===== src/rtl/alu_rs_pkg.sv =====
// ---------------------------------------------------------------------------
// alu_rs_pkg
// Shared widths, ALU opcode encoding and entry/operand types for the ALU
// reservation station slice. XLEN, ALU_OP_WIDTH and ROB_SIZE_WIDTH mirror the
// core-wide widths; RS_SIZE_WIDTH / RS_SIZE size the station (8 entries).
// Also hosts resolve_operand(), the single operand-capture rule shared by
// issue (dec_* operand) and wakeup (stored operand).
// ---------------------------------------------------------------------------
package alu_rs_pkg;

  localparam int XLEN           = 32;
  localparam int ALU_OP_WIDTH   = 4;
  localparam int ROB_SIZE_WIDTH = 4;
  localparam int RS_SIZE_WIDTH  = 3;
  localparam int RS_SIZE        = 1 << RS_SIZE_WIDTH;

  typedef enum logic [ALU_OP_WIDTH-1:0] {
    ALU_ADD  = 4'd0,  ALU_SUB  = 4'd1,  ALU_AND  = 4'd2,  ALU_OR   = 4'd3,
    ALU_XOR  = 4'd4,  ALU_SLL  = 4'd5,  ALU_SRL  = 4'd6,  ALU_SRA  = 4'd7,
    ALU_SLT  = 4'd8,  ALU_SLTU = 4'd9,  ALU_BEQ  = 4'd10, ALU_BNE  = 4'd11,
    ALU_BLT  = 4'd12, ALU_BGE  = 4'd13, ALU_BLTU = 4'd14, ALU_BGEU = 4'd15
  } alu_op_e;

  typedef struct packed {
    logic                      busy;
    logic [ALU_OP_WIDTH-1:0]   op;
    logic [XLEN-1:0]           v1;
    logic [XLEN-1:0]           v2;
    logic                      w1;   // operand 1 still waiting on q1
    logic                      w2;   // operand 2 still waiting on q2
    logic [ROB_SIZE_WIDTH-1:0] q1;
    logic [ROB_SIZE_WIDTH-1:0] q2;
    logic [ROB_SIZE_WIDTH-1:0] id;
  } rs_entry_t;

  typedef struct packed {
    logic [XLEN-1:0] val;
    logic            pend;   // still waiting after this cycle
  } opnd_t;

  // Operand capture: already-available values pass through; otherwise a
  // matching broadcast supplies the value, ALU result taking priority.
  function automatic opnd_t resolve_operand(
    input logic                      has,
    input logic [XLEN-1:0]           cur_val,
    input logic [ROB_SIZE_WIDTH-1:0] tag,
    input logic                      alu_ready,
    input logic [XLEN-1:0]           alu_res,
    input logic [ROB_SIZE_WIDTH-1:0] alu_id,
    input logic                      lsb_ready,
    input logic [XLEN-1:0]           lsb_res,
    input logic [ROB_SIZE_WIDTH-1:0] lsb_id
  );
    opnd_t r;
    if (has) begin
      r = '{val: cur_val, pend: 1'b0};
    end else if (alu_ready && alu_id == tag) begin
      r = '{val: alu_res, pend: 1'b0};
    end else if (lsb_ready && lsb_id == tag) begin
      r = '{val: lsb_res, pend: 1'b0};
    end else begin
      r = '{val: cur_val, pend: 1'b1};
    end
    return r;
  endfunction

endpackage


===== src/rtl/alu_rs_select.sv =====
// ---------------------------------------------------------------------------
// rs_select
// Combinational one-of-N picker used for both dispatch selection and
// free-slot search.
//   older  in  N x N  (only with RS_OLDEST_FIRST_EN) older[i][j]=1: j older than i
//   cand   in  N      candidate vector
//   found  out 1      at least one eligible candidate
//   idx    out W      index of the chosen candidate
// An entry is eligible when it is a candidate and no other candidate is older
// than it. With an all-zero age matrix (or RS_OLDEST_FIRST_EN undefined)
// every candidate is eligible, so the lowest-index candidate is chosen.
// ---------------------------------------------------------------------------
module rs_select
  import alu_rs_pkg::*;
#(
  parameter int N = RS_SIZE,
  parameter int W = RS_SIZE_WIDTH
) (
`ifdef RS_OLDEST_FIRST_EN
  input  logic [N-1:0][N-1:0] older,
`endif
  input  logic [N-1:0]        cand,
  output logic                found,
  output logic [W-1:0]        idx
);

  logic [N-1:0] elig;

  genvar gi;
  generate
    for (gi = 0; gi < N; gi++) begin : g_elig
`ifdef RS_OLDEST_FIRST_EN
      assign elig[gi] = cand[gi] && ((older[gi] & cand) == '0);
`else
      assign elig[gi] = cand[gi];
`endif
    end
  endgenerate

  // Scan downward so the lowest eligible index is the last one written.
  always_comb begin
    found = 1'b0;
    idx   = '0;
    for (int i = N - 1; i >= 0; i--) begin
      if (elig[i]) begin
        found = 1'b1;
        idx   = W'(i);
      end
    end
  end

endmodule


===== src/rtl/alu_rs.sv =====
// ---------------------------------------------------------------------------
// alu_rs
// Reservation station for integer/branch ops. Holds issued ops until both
// operands are valid, snoops the ALU and LSB result broadcasts, and dispatches
// at most one ready op per cycle to the ALU as a registered one-cycle pulse.
// Ports:
//   clk, rst (sync, active-high), rdy (low freezes everything), flush
//   dec_valid/op/val1/val2/has1/has2/q1/q2/id   issue from decoder
//   rs_full                                     all entries busy (comb)
//   alu_ready/res/id, lsb_ready/res/id           result broadcasts
//   rs_ready/op/val1/val2/id                     dispatch to ALU
// Option RS_OLDEST_FIRST_EN: keep an age matrix and dispatch the oldest ready
// entry; otherwise the lowest-index ready entry is dispatched.
// ---------------------------------------------------------------------------
module alu_rs
  import alu_rs_pkg::*;
(
  input  logic                      clk,
  input  logic                      rst,
  input  logic                      rdy,
  input  logic                      flush,
  input  logic                      dec_valid,
  input  logic [ALU_OP_WIDTH-1:0]   dec_op,
  input  logic [XLEN-1:0]           dec_val1,
  input  logic [XLEN-1:0]           dec_val2,
  input  logic                      dec_has1,
  input  logic                      dec_has2,
  input  logic [ROB_SIZE_WIDTH-1:0] dec_q1,
  input  logic [ROB_SIZE_WIDTH-1:0] dec_q2,
  input  logic [ROB_SIZE_WIDTH-1:0] dec_id,
  output logic                      rs_full,
  input  logic                      alu_ready,
  input  logic [XLEN-1:0]           alu_res,
  input  logic [ROB_SIZE_WIDTH-1:0] alu_id,
  input  logic                      lsb_ready,
  input  logic [XLEN-1:0]           lsb_res,
  input  logic [ROB_SIZE_WIDTH-1:0] lsb_id,
  output logic                      rs_ready,
  output logic [ALU_OP_WIDTH-1:0]   rs_op,
  output logic [XLEN-1:0]           rs_val1,
  output logic [XLEN-1:0]           rs_val2,
  output logic [ROB_SIZE_WIDTH-1:0] rs_id
);

  rs_entry_t ent_reg [RS_SIZE];

  logic                      rs_ready_reg;
  logic [ALU_OP_WIDTH-1:0]   rs_op_reg;
  logic [XLEN-1:0]           rs_val1_reg;
  logic [XLEN-1:0]           rs_val2_reg;
  logic [ROB_SIZE_WIDTH-1:0] rs_id_reg;

`ifdef RS_OLDEST_FIRST_EN
  logic [RS_SIZE-1:0][RS_SIZE-1:0] older_reg;
`endif

  logic [RS_SIZE-1:0]       busy_vec;
  logic [RS_SIZE-1:0]       cand_vec;
  opnd_t                    wake1 [RS_SIZE];
  opnd_t                    wake2 [RS_SIZE];
  opnd_t                    iss1;
  opnd_t                    iss2;
  logic                     sel_found;
  logic [RS_SIZE_WIDTH-1:0] sel_idx;
  logic                     free_found;
  logic [RS_SIZE_WIDTH-1:0] free_idx;
  logic                     issue_en;

  // Per-entry views of registered state: busy, dispatch candidacy (state at
  // clock start, so a same-cycle wakeup only dispatches next cycle) and the
  // operand values after this cycle's broadcast snoop.
  genvar gi;
  generate
    for (gi = 0; gi < RS_SIZE; gi++) begin : g_entry
      assign busy_vec[gi] = ent_reg[gi].busy;
      assign cand_vec[gi] = ent_reg[gi].busy && !ent_reg[gi].w1 && !ent_reg[gi].w2;
      assign wake1[gi] = resolve_operand(!ent_reg[gi].w1, ent_reg[gi].v1, ent_reg[gi].q1,
                                         alu_ready, alu_res, alu_id,
                                         lsb_ready, lsb_res, lsb_id);
      assign wake2[gi] = resolve_operand(!ent_reg[gi].w2, ent_reg[gi].v2, ent_reg[gi].q2,
                                         alu_ready, alu_res, alu_id,
                                         lsb_ready, lsb_res, lsb_id);
    end
  endgenerate

  assign iss1 = resolve_operand(dec_has1, dec_val1, dec_q1, alu_ready, alu_res, alu_id,
                                lsb_ready, lsb_res, lsb_id);
  assign iss2 = resolve_operand(dec_has2, dec_val2, dec_q2, alu_ready, alu_res, alu_id,
                                lsb_ready, lsb_res, lsb_id);

  // Full is taken from the pre-edge busy vector: a slot freed by this cycle's
  // dispatch cannot be refilled until the next cycle.
  assign rs_full = &busy_vec;

  rs_select u_pick (
`ifdef RS_OLDEST_FIRST_EN
    .older (older_reg),
`endif
    .cand  (cand_vec),
    .found (sel_found),
    .idx   (sel_idx)
  );

  rs_select u_free (
`ifdef RS_OLDEST_FIRST_EN
    .older ('0),
`endif
    .cand  (~busy_vec),
    .found (free_found),
    .idx   (free_idx)
  );

  // free_found is exactly !rs_full; an issue while full is dropped.
  assign issue_en = dec_valid && free_found;

  always_ff @(posedge clk) begin
    if (rdy) begin
      if (rst) begin
        for (int i = 0; i < RS_SIZE; i++) ent_reg[i].busy <= 1'b0;
        rs_ready_reg <= 1'b0;
        rs_op_reg    <= '0;
        rs_val1_reg  <= '0;
        rs_val2_reg  <= '0;
        rs_id_reg    <= '0;
`ifdef RS_OLDEST_FIRST_EN
        older_reg    <= '0;
`endif
      end else if (flush) begin
        for (int i = 0; i < RS_SIZE; i++) ent_reg[i].busy <= 1'b0;
        rs_ready_reg <= 1'b0;
      end else begin
        for (int i = 0; i < RS_SIZE; i++) begin
          if (ent_reg[i].busy) begin
            ent_reg[i].v1 <= wake1[i].val;
            ent_reg[i].w1 <= wake1[i].pend;
            ent_reg[i].v2 <= wake2[i].val;
            ent_reg[i].w2 <= wake2[i].pend;
          end
        end

        if (sel_found) begin
          rs_ready_reg           <= 1'b1;
          rs_op_reg              <= ent_reg[sel_idx].op;
          rs_val1_reg            <= ent_reg[sel_idx].v1;
          rs_val2_reg            <= ent_reg[sel_idx].v2;
          rs_id_reg              <= ent_reg[sel_idx].id;
          ent_reg[sel_idx].busy  <= 1'b0;
        end else begin
          rs_ready_reg <= 1'b0;
        end

        // Issue slot is free, dispatch slot is busy: the two never collide.
        if (issue_en) begin
          ent_reg[free_idx] <= '{busy: 1'b1, op: dec_op,
                                 v1: iss1.val, v2: iss2.val,
                                 w1: iss1.pend, w2: iss2.pend,
                                 q1: dec_q1, q2: dec_q2, id: dec_id};
`ifdef RS_OLDEST_FIRST_EN
          // Everything currently busy is older than the new op; stale bits
          // in the new op's column from its slot's previous life are cleared.
          older_reg[free_idx] <= busy_vec;
          for (int i = 0; i < RS_SIZE; i++) older_reg[i][free_idx] <= 1'b0;
`endif
        end
      end
    end
  end

  assign rs_ready = rs_ready_reg;
  assign rs_op    = rs_op_reg;
  assign rs_val1  = rs_val1_reg;
  assign rs_val2  = rs_val2_reg;
  assign rs_id    = rs_id_reg;

endmodule


===== config.mk =====
export PLATFORM = sky130hd
export DESIGN_NAME = alu_rs
export DESIGN_NICKNAME = d
export VERILOG_FILES = /design/src/rtl/alu_rs_pkg.sv /design/src/rtl/alu_rs_select.sv /design/src/rtl/alu_rs.sv
export SDC_FILE = /design/constraint.sdc
export NUM_CORES = 2
export LEC_CHECK = 0
export ABC_CLOCK_PERIOD_IN_PS = 12000
export BUFFER_PORTS_ARGS = -buffer_cell sky130_fd_sc_hd__buf_2
export CORE_MARGIN = 3
export CORE_UTILIZATION = 25
export CTS_CLUSTER_SIZE = 8
export DETAILED_ROUTE_END_ITERATION = 10
export GPL_TIMING_DRIVEN = 1
export PLACE_DENSITY_LB_ADDON = 0.12
export SYNTH_ARGS = -nofsm -noshare
export SYNTH_HDL_FRONTEND = slang
export SYNTH_HIERARCHICAL = 1
export SYNTH_SLANG_ARGS = --single-unit

===== constraint.sdc =====
create_clock -name clk -period 12 [get_ports clk]
set_input_delay 1.2 -clock clk [delete_from_list [all_inputs] [get_ports clk]]
set_output_delay 1.2 -clock clk [all_outputs]
set_load 0.01 [all_outputs]

* After elaboration in Yosys (flattened, before gate mapping)
Memory sizes are Yosys's and may differ from the RTL's. A register that Yosys moved wholly into a read port is not among the register bits.
Index checks and enable logic that the tools add are counted.
** Storage, ports and cells
- Register bits :: 1
- RAM bits :: 664
- Bits of input ports :: 161
- Output and inout bits :: 74
- Word-level logic and storage cells :: 271
- Memories :: 1
** Memory list
- ent_reg :: depth 8, bits a word 83, read ports 9, clocked after memory_dff 1, write ports 10, line alu_rs.sv:45 : rs_entry_t ent_reg [RS_SIZE];
** Operators by class
- Equal/unequal tests :: 37
- Mux-type cells :: 151
- Bitwise gates (word level) :: 9
- Reduce and logical (&&, ||, !) cells :: 72
** Operators with widths (count)
- $mux 33 :: 54
- $eq 4x4->1 :: 36
- $mux 1 :: 81
- $logic_and 1x1->1 :: 53
- $mux 3 :: 16
- $logic_not 1->1 :: 16
- $not 8->8 :: 1
- $or 1x1->1 :: 8
- $reduce_and 8->1 :: 1
- $reduce_and 3->1 :: 1
- $ne 2x2->1 const B :: 1
- $reduce_bool 2->1 :: 1

* Depth between registers and ports, before layout
An unclocked memory read counts as a cell.
- Word-level depth :: 17
- Depth in mapped cells :: 12
- Gate-level depth less buffers :: 10

* Modules after synthesis
Netlist, hierarchy kept.
** By module, submodules not included
- alu_rs :: times used 1, cells each 3716, area an instance 41519.8 um^2, sequential area each 22051.1 um^2
- rs_select :: times used 2, cells each 13, area an instance 80.1 um^2, sequential area each 0.0 um^2

* Worst setup path before layout
No wires, ideal clock.
- Path kind :: in2reg
- Start :: input alu_id[3]
- End :: memory ent_reg[2][14] (netlist bit) (enable)
- Setup time :: 0.466 ns
- Arrival :: 4.587 ns
- Required time :: 11.534 ns
- Slack :: 6.948 ns
- Cell stages on the path :: 6
- Path buffers :: 2
- Cell sequence :: buf_6 > buf_4 > xor2_1 > nor4_1 > o2bb2a_1 > o21ai_0
** RTL lines
- start: declaration :: line alu_rs.sv:34 : input logic [ROB_SIZE_WIDTH-1:0] alu_id,
- end: declaration :: line alu_rs.sv:45

==> results.sh <==
export IMPL_placedInstanceArea_um2=45100
export IMPL_post_cts_repair_setup_buffers=0
export IMPL_area_fraction_in_compound_gates_after_synthesis_pct=25.0
export IMPL_maximum_number_of_pins_on_one_net_before_global_route_repair=81
export IMPL_most_common_flop_cell_mapped_by_yosys="sky130_fd_sc_hd__edfxtp_1"
export IMPL_slew_violations=0
export IMPL_synthToLayoutAreaGrowth_pct=15.2
export IMPL_cts_hold_buffers_added=0
export IMPL_placementRows=149
export IMPL_worstPathMaxFanout=73
export IMPL_synth_warning_count=6
export IMPL_ys_seq_elements=737
export IMPL_whs_path_depth=2
export IMPL_timing_final_hold_violations=0
export IMPL_path_class="reg -> reg"
export IMPL_maxClockFrequency_ghz=0.176
export IMPL_layout_cells_most_common="sky130_fd_sc_hd__edfxtp_1"
export IMPL_post_cts_resize_count=0
export IMPL_post_synthesis_sequential_area_ratio_pct=52.9
export IMPL_setup_repair_after_global_routing_missed_its_margin="no"
export IMPL_viasPerCell=6.20
export IMPL_largest_register_ff_count=664
export IMPL_worstSetupStartpointType="flip-flop"
export IMPL_crit_path_end_kind="flip-flop"
export IMPL_max_cap_violations=0
export IMPL_min_path_type="reg -> reg"
export IMPL_cts_sinks=737
export IMPL_final_hold_worst_slack_ns=0.547
export IMPL_cts_max_level=3
export IMPL_global_route_overflow_total=0
export IMPL_synth_xor_xnor_area_share_pct=3.00
export IMPL_grt_pass1_vias=36949
export IMPL_routed_wl_mm=225
export IMPL_cp_data_required_time_ns=12.49
export IMPL_starting_density_of_the_core_pct=25.2
export IMPL_synth_simple_gate_area_share_pct=9.92
export IMPL_yosysUniqueCellTypes=64
export IMPL_floorplan_core_area_um2=165000
export IMPL_worstSkewPairLatency_ns=0.75
export IMPL_cts_buffers_inserted=105
export IMPL_leakage_nw=16.0
export IMPL_number_of_nets_in_the_layout=3914
export IMPL_clkTransAtPathRegs_ns=0.06
export IMPL_portBuffers=234
export IMPL_timing_worst_slew_pin_value_ns=1.30
export IMPL_gpl_congestion=0.842
export IMPL_route_detailed_drc=0
export IMPL_detail_route_antenna_nets=0
export IMPL_floorplan_die_area_um2=172000
export IMPL_grt_antenna_before_repair=17
export IMPL_power_density_nw_per_um2=128
export IMPL_synth_adder_area_share_pct=0
export IMPL_clock_path_buffers=3
export IMPL_drt_first_iter_violations=4885
export IMPL_post_layout_power_mw=6.15
export IMPL_min_tclk_post_route_ns=5.68
export IMPL_min_period_over_period_pct=47.3
export IMPL_final_setup_skew_ns=0.0566
export IMPL_tritoncts_clock_tree="built"
export IMPL_final_cell_mix="729 x sky130_fd_sc_hd__edfxtp_1, 329 x sky130_fd_sc_hd__a221oi_1, 258 x sky130_fd_sc_hd__a21oi_1"
export IMPL_synth_mux_area_fraction_pct=3.84
export IMPL_clk_root_buffer_cell="sky130_fd_sc_hd__clkbuf_16"
export IMPL_syn_num_nets=3903
export IMPL_ios=235
export IMPL_vias=37133
export IMPL_synth_enable_flop_cells=729
export IMPL_aggregate_global_route_resource_usage_pct=25.3
export IMPL_slew_limit_headroom_pct=12.6
export IMPL_synthesis_area_um2=41700
export IMPL_detailedRoute_firstPassIterationCount=7
export IMPL_totalNegativeSetupSlack_ns=0
export IMPL_power_ir_vdd_worst_mv=0.135
export IMPL_grt_first_pass_wirelength_mm=308
export IMPL_chip_width_um=414
export IMPL_final_setup_viol_count=0
export IMPL_syn_instance_count=3742
export IMPL_run_status="complete, no violations"
export IMPL_final_layout_size_suffix_gt1_share_pct=15.5
export IMPL_chipHeight_um=414
export IMPL_dpl_hpwl_mm=126
export IMPL_worstPathArrival_ns=6.17
export IMPL_drt_wirelength_per_cell_um=37.6
export IMPL_async_reset_ff_share_pct=0
export IMPL_timing_reg2reg_worst_path_depth=8
export IMPL_postLayoutCellArea_um2=48000
export IMPL_synth_top_family_by_area="compound AO/OA/AOI/OAI gates"
export IMPL_syn_area_per_cell_um2=11.1
[worst max-delay path, stage by stage (launching register included)]
cell                       delay (ns)
sky130_fd_sc_hd__dfxtp_1         0.44
sky130_fd_sc_hd__inv_1           0.15
sky130_fd_sc_hd__o41ai_1         0.70
sky130_fd_sc_hd__nor4b_1         0.77
sky130_fd_sc_hd__nand2_1         0.41
sky130_fd_sc_hd__clkinv_2        0.30
sky130_fd_sc_hd__buf_4           0.75
sky130_fd_sc_hd__nand3_2         1.18
sky130_fd_sc_hd__o221ai_1        0.53
[where the power goes]
part           leakage [nW]  internal [mW]  switching (mW)
Combinational          7.75          0.111           0.383
Clock                  1.41           1.60            1.22
Sequential             6.81           2.82         0.00521
Total                  16.0           4.54            1.61
[cells by family after synthesis]
logic type	Yosys count
buffers and inverters	550
xor gates and xnor gates	140
and+or+nand+nor	789
AOI/OAI and AO/OA	1366
DFF	737
muxes	160
[layout make-up]
type / instances / area, um2
Antenna cell: 11 / 27.5
Sequential cell: 737 / 22100
Inverter: 95 / 372
Timing Repair Buffer: 359 / 2110
Clock buffer: 135 / 2750
Tap cell: 2189 / 2740
Multi-Input combinational cell: 2455 / 17800
Clock inverter: 12 / 164
Fill cell: 16934 / 117000
[cells in the mapped netlist (10+ instances only)]
library cell               count  area share (%)
sky130_fd_sc_hd__a211oi_1     10            0.18
sky130_fd_sc_hd__a21oi_1     258             3.1
sky130_fd_sc_hd__a221oi_1    329             6.9
sky130_fd_sc_hd__a222oi_1     31            0.74
sky130_fd_sc_hd__a22o_1       72             1.5
sky130_fd_sc_hd__a22oi_1     144             2.6
sky130_fd_sc_hd__a31oi_1     172             2.6
sky130_fd_sc_hd__a31oi_2      28            0.84
sky130_fd_sc_hd__and2_1       41            0.62
sky130_fd_sc_hd__and4_1       97             2.0
sky130_fd_sc_hd__buf_1        38            0.34
sky130_fd_sc_hd__buf_2        55            0.66
sky130_fd_sc_hd__buf_6        10            0.27
sky130_fd_sc_hd__clkbuf_1    346             3.1
sky130_fd_sc_hd__edfxtp_1    729              53
sky130_fd_sc_hd__inv_1        91            0.82
sky130_fd_sc_hd__mux2i_1     160             3.8
sky130_fd_sc_hd__nand2_1     107            0.96
sky130_fd_sc_hd__nand3_1      49            0.59
sky130_fd_sc_hd__nand4_1      20            0.30
sky130_fd_sc_hd__nor2_1      203             1.8
sky130_fd_sc_hd__nor3_1      210             2.5
sky130_fd_sc_hd__nor4_1       14            0.21
sky130_fd_sc_hd__o21ai_0      31            0.37
sky130_fd_sc_hd__o221ai_1    254             5.3
sky130_fd_sc_hd__xnor2_1      66             1.4
sky130_fd_sc_hd__xor2_1       72             1.5
[through the flow]
stage                     setup WS (ns)  cells  utilization [%]
final                              6.32   5993             29.0
after global routing               6.00   5987             29.0
after CTS                          6.46   5982             29.0
after detailed placement           6.22   5835             27.3
after global placement             6.31   5835             27.3
after floorplan                    6.95   3742                -
[routing by layer]
| layer | wire, um | share of wire, % | global-route usage [%] |
|---|---|---|---|
| met1 | 90600 | 40 | 32.6 |
| met2 | 104000 | 46 | 40.3 |
| met3 | 18200 | 8.1 | 4.27 |
| met4 | 12800 | 5.7 | 13.7 |
| met5 | 21 | 0.0093 | 0 |
[final timing paths]
path / startpoint / end / slack (ns)
worst min register to register: ent_reg[6][82] / ent_reg[6][82] / 0.55
worst min-delay path: ent_reg[6][82] / ent_reg[6][82] / 0.55
worst max register to register: ent_reg[2][82] / ent_reg[1][68] / 6.32
worst max-delay path: ent_reg[2][82] / ent_reg[1][68] / 6.32
Note: power is estimated with default switching activity, not from simulation.
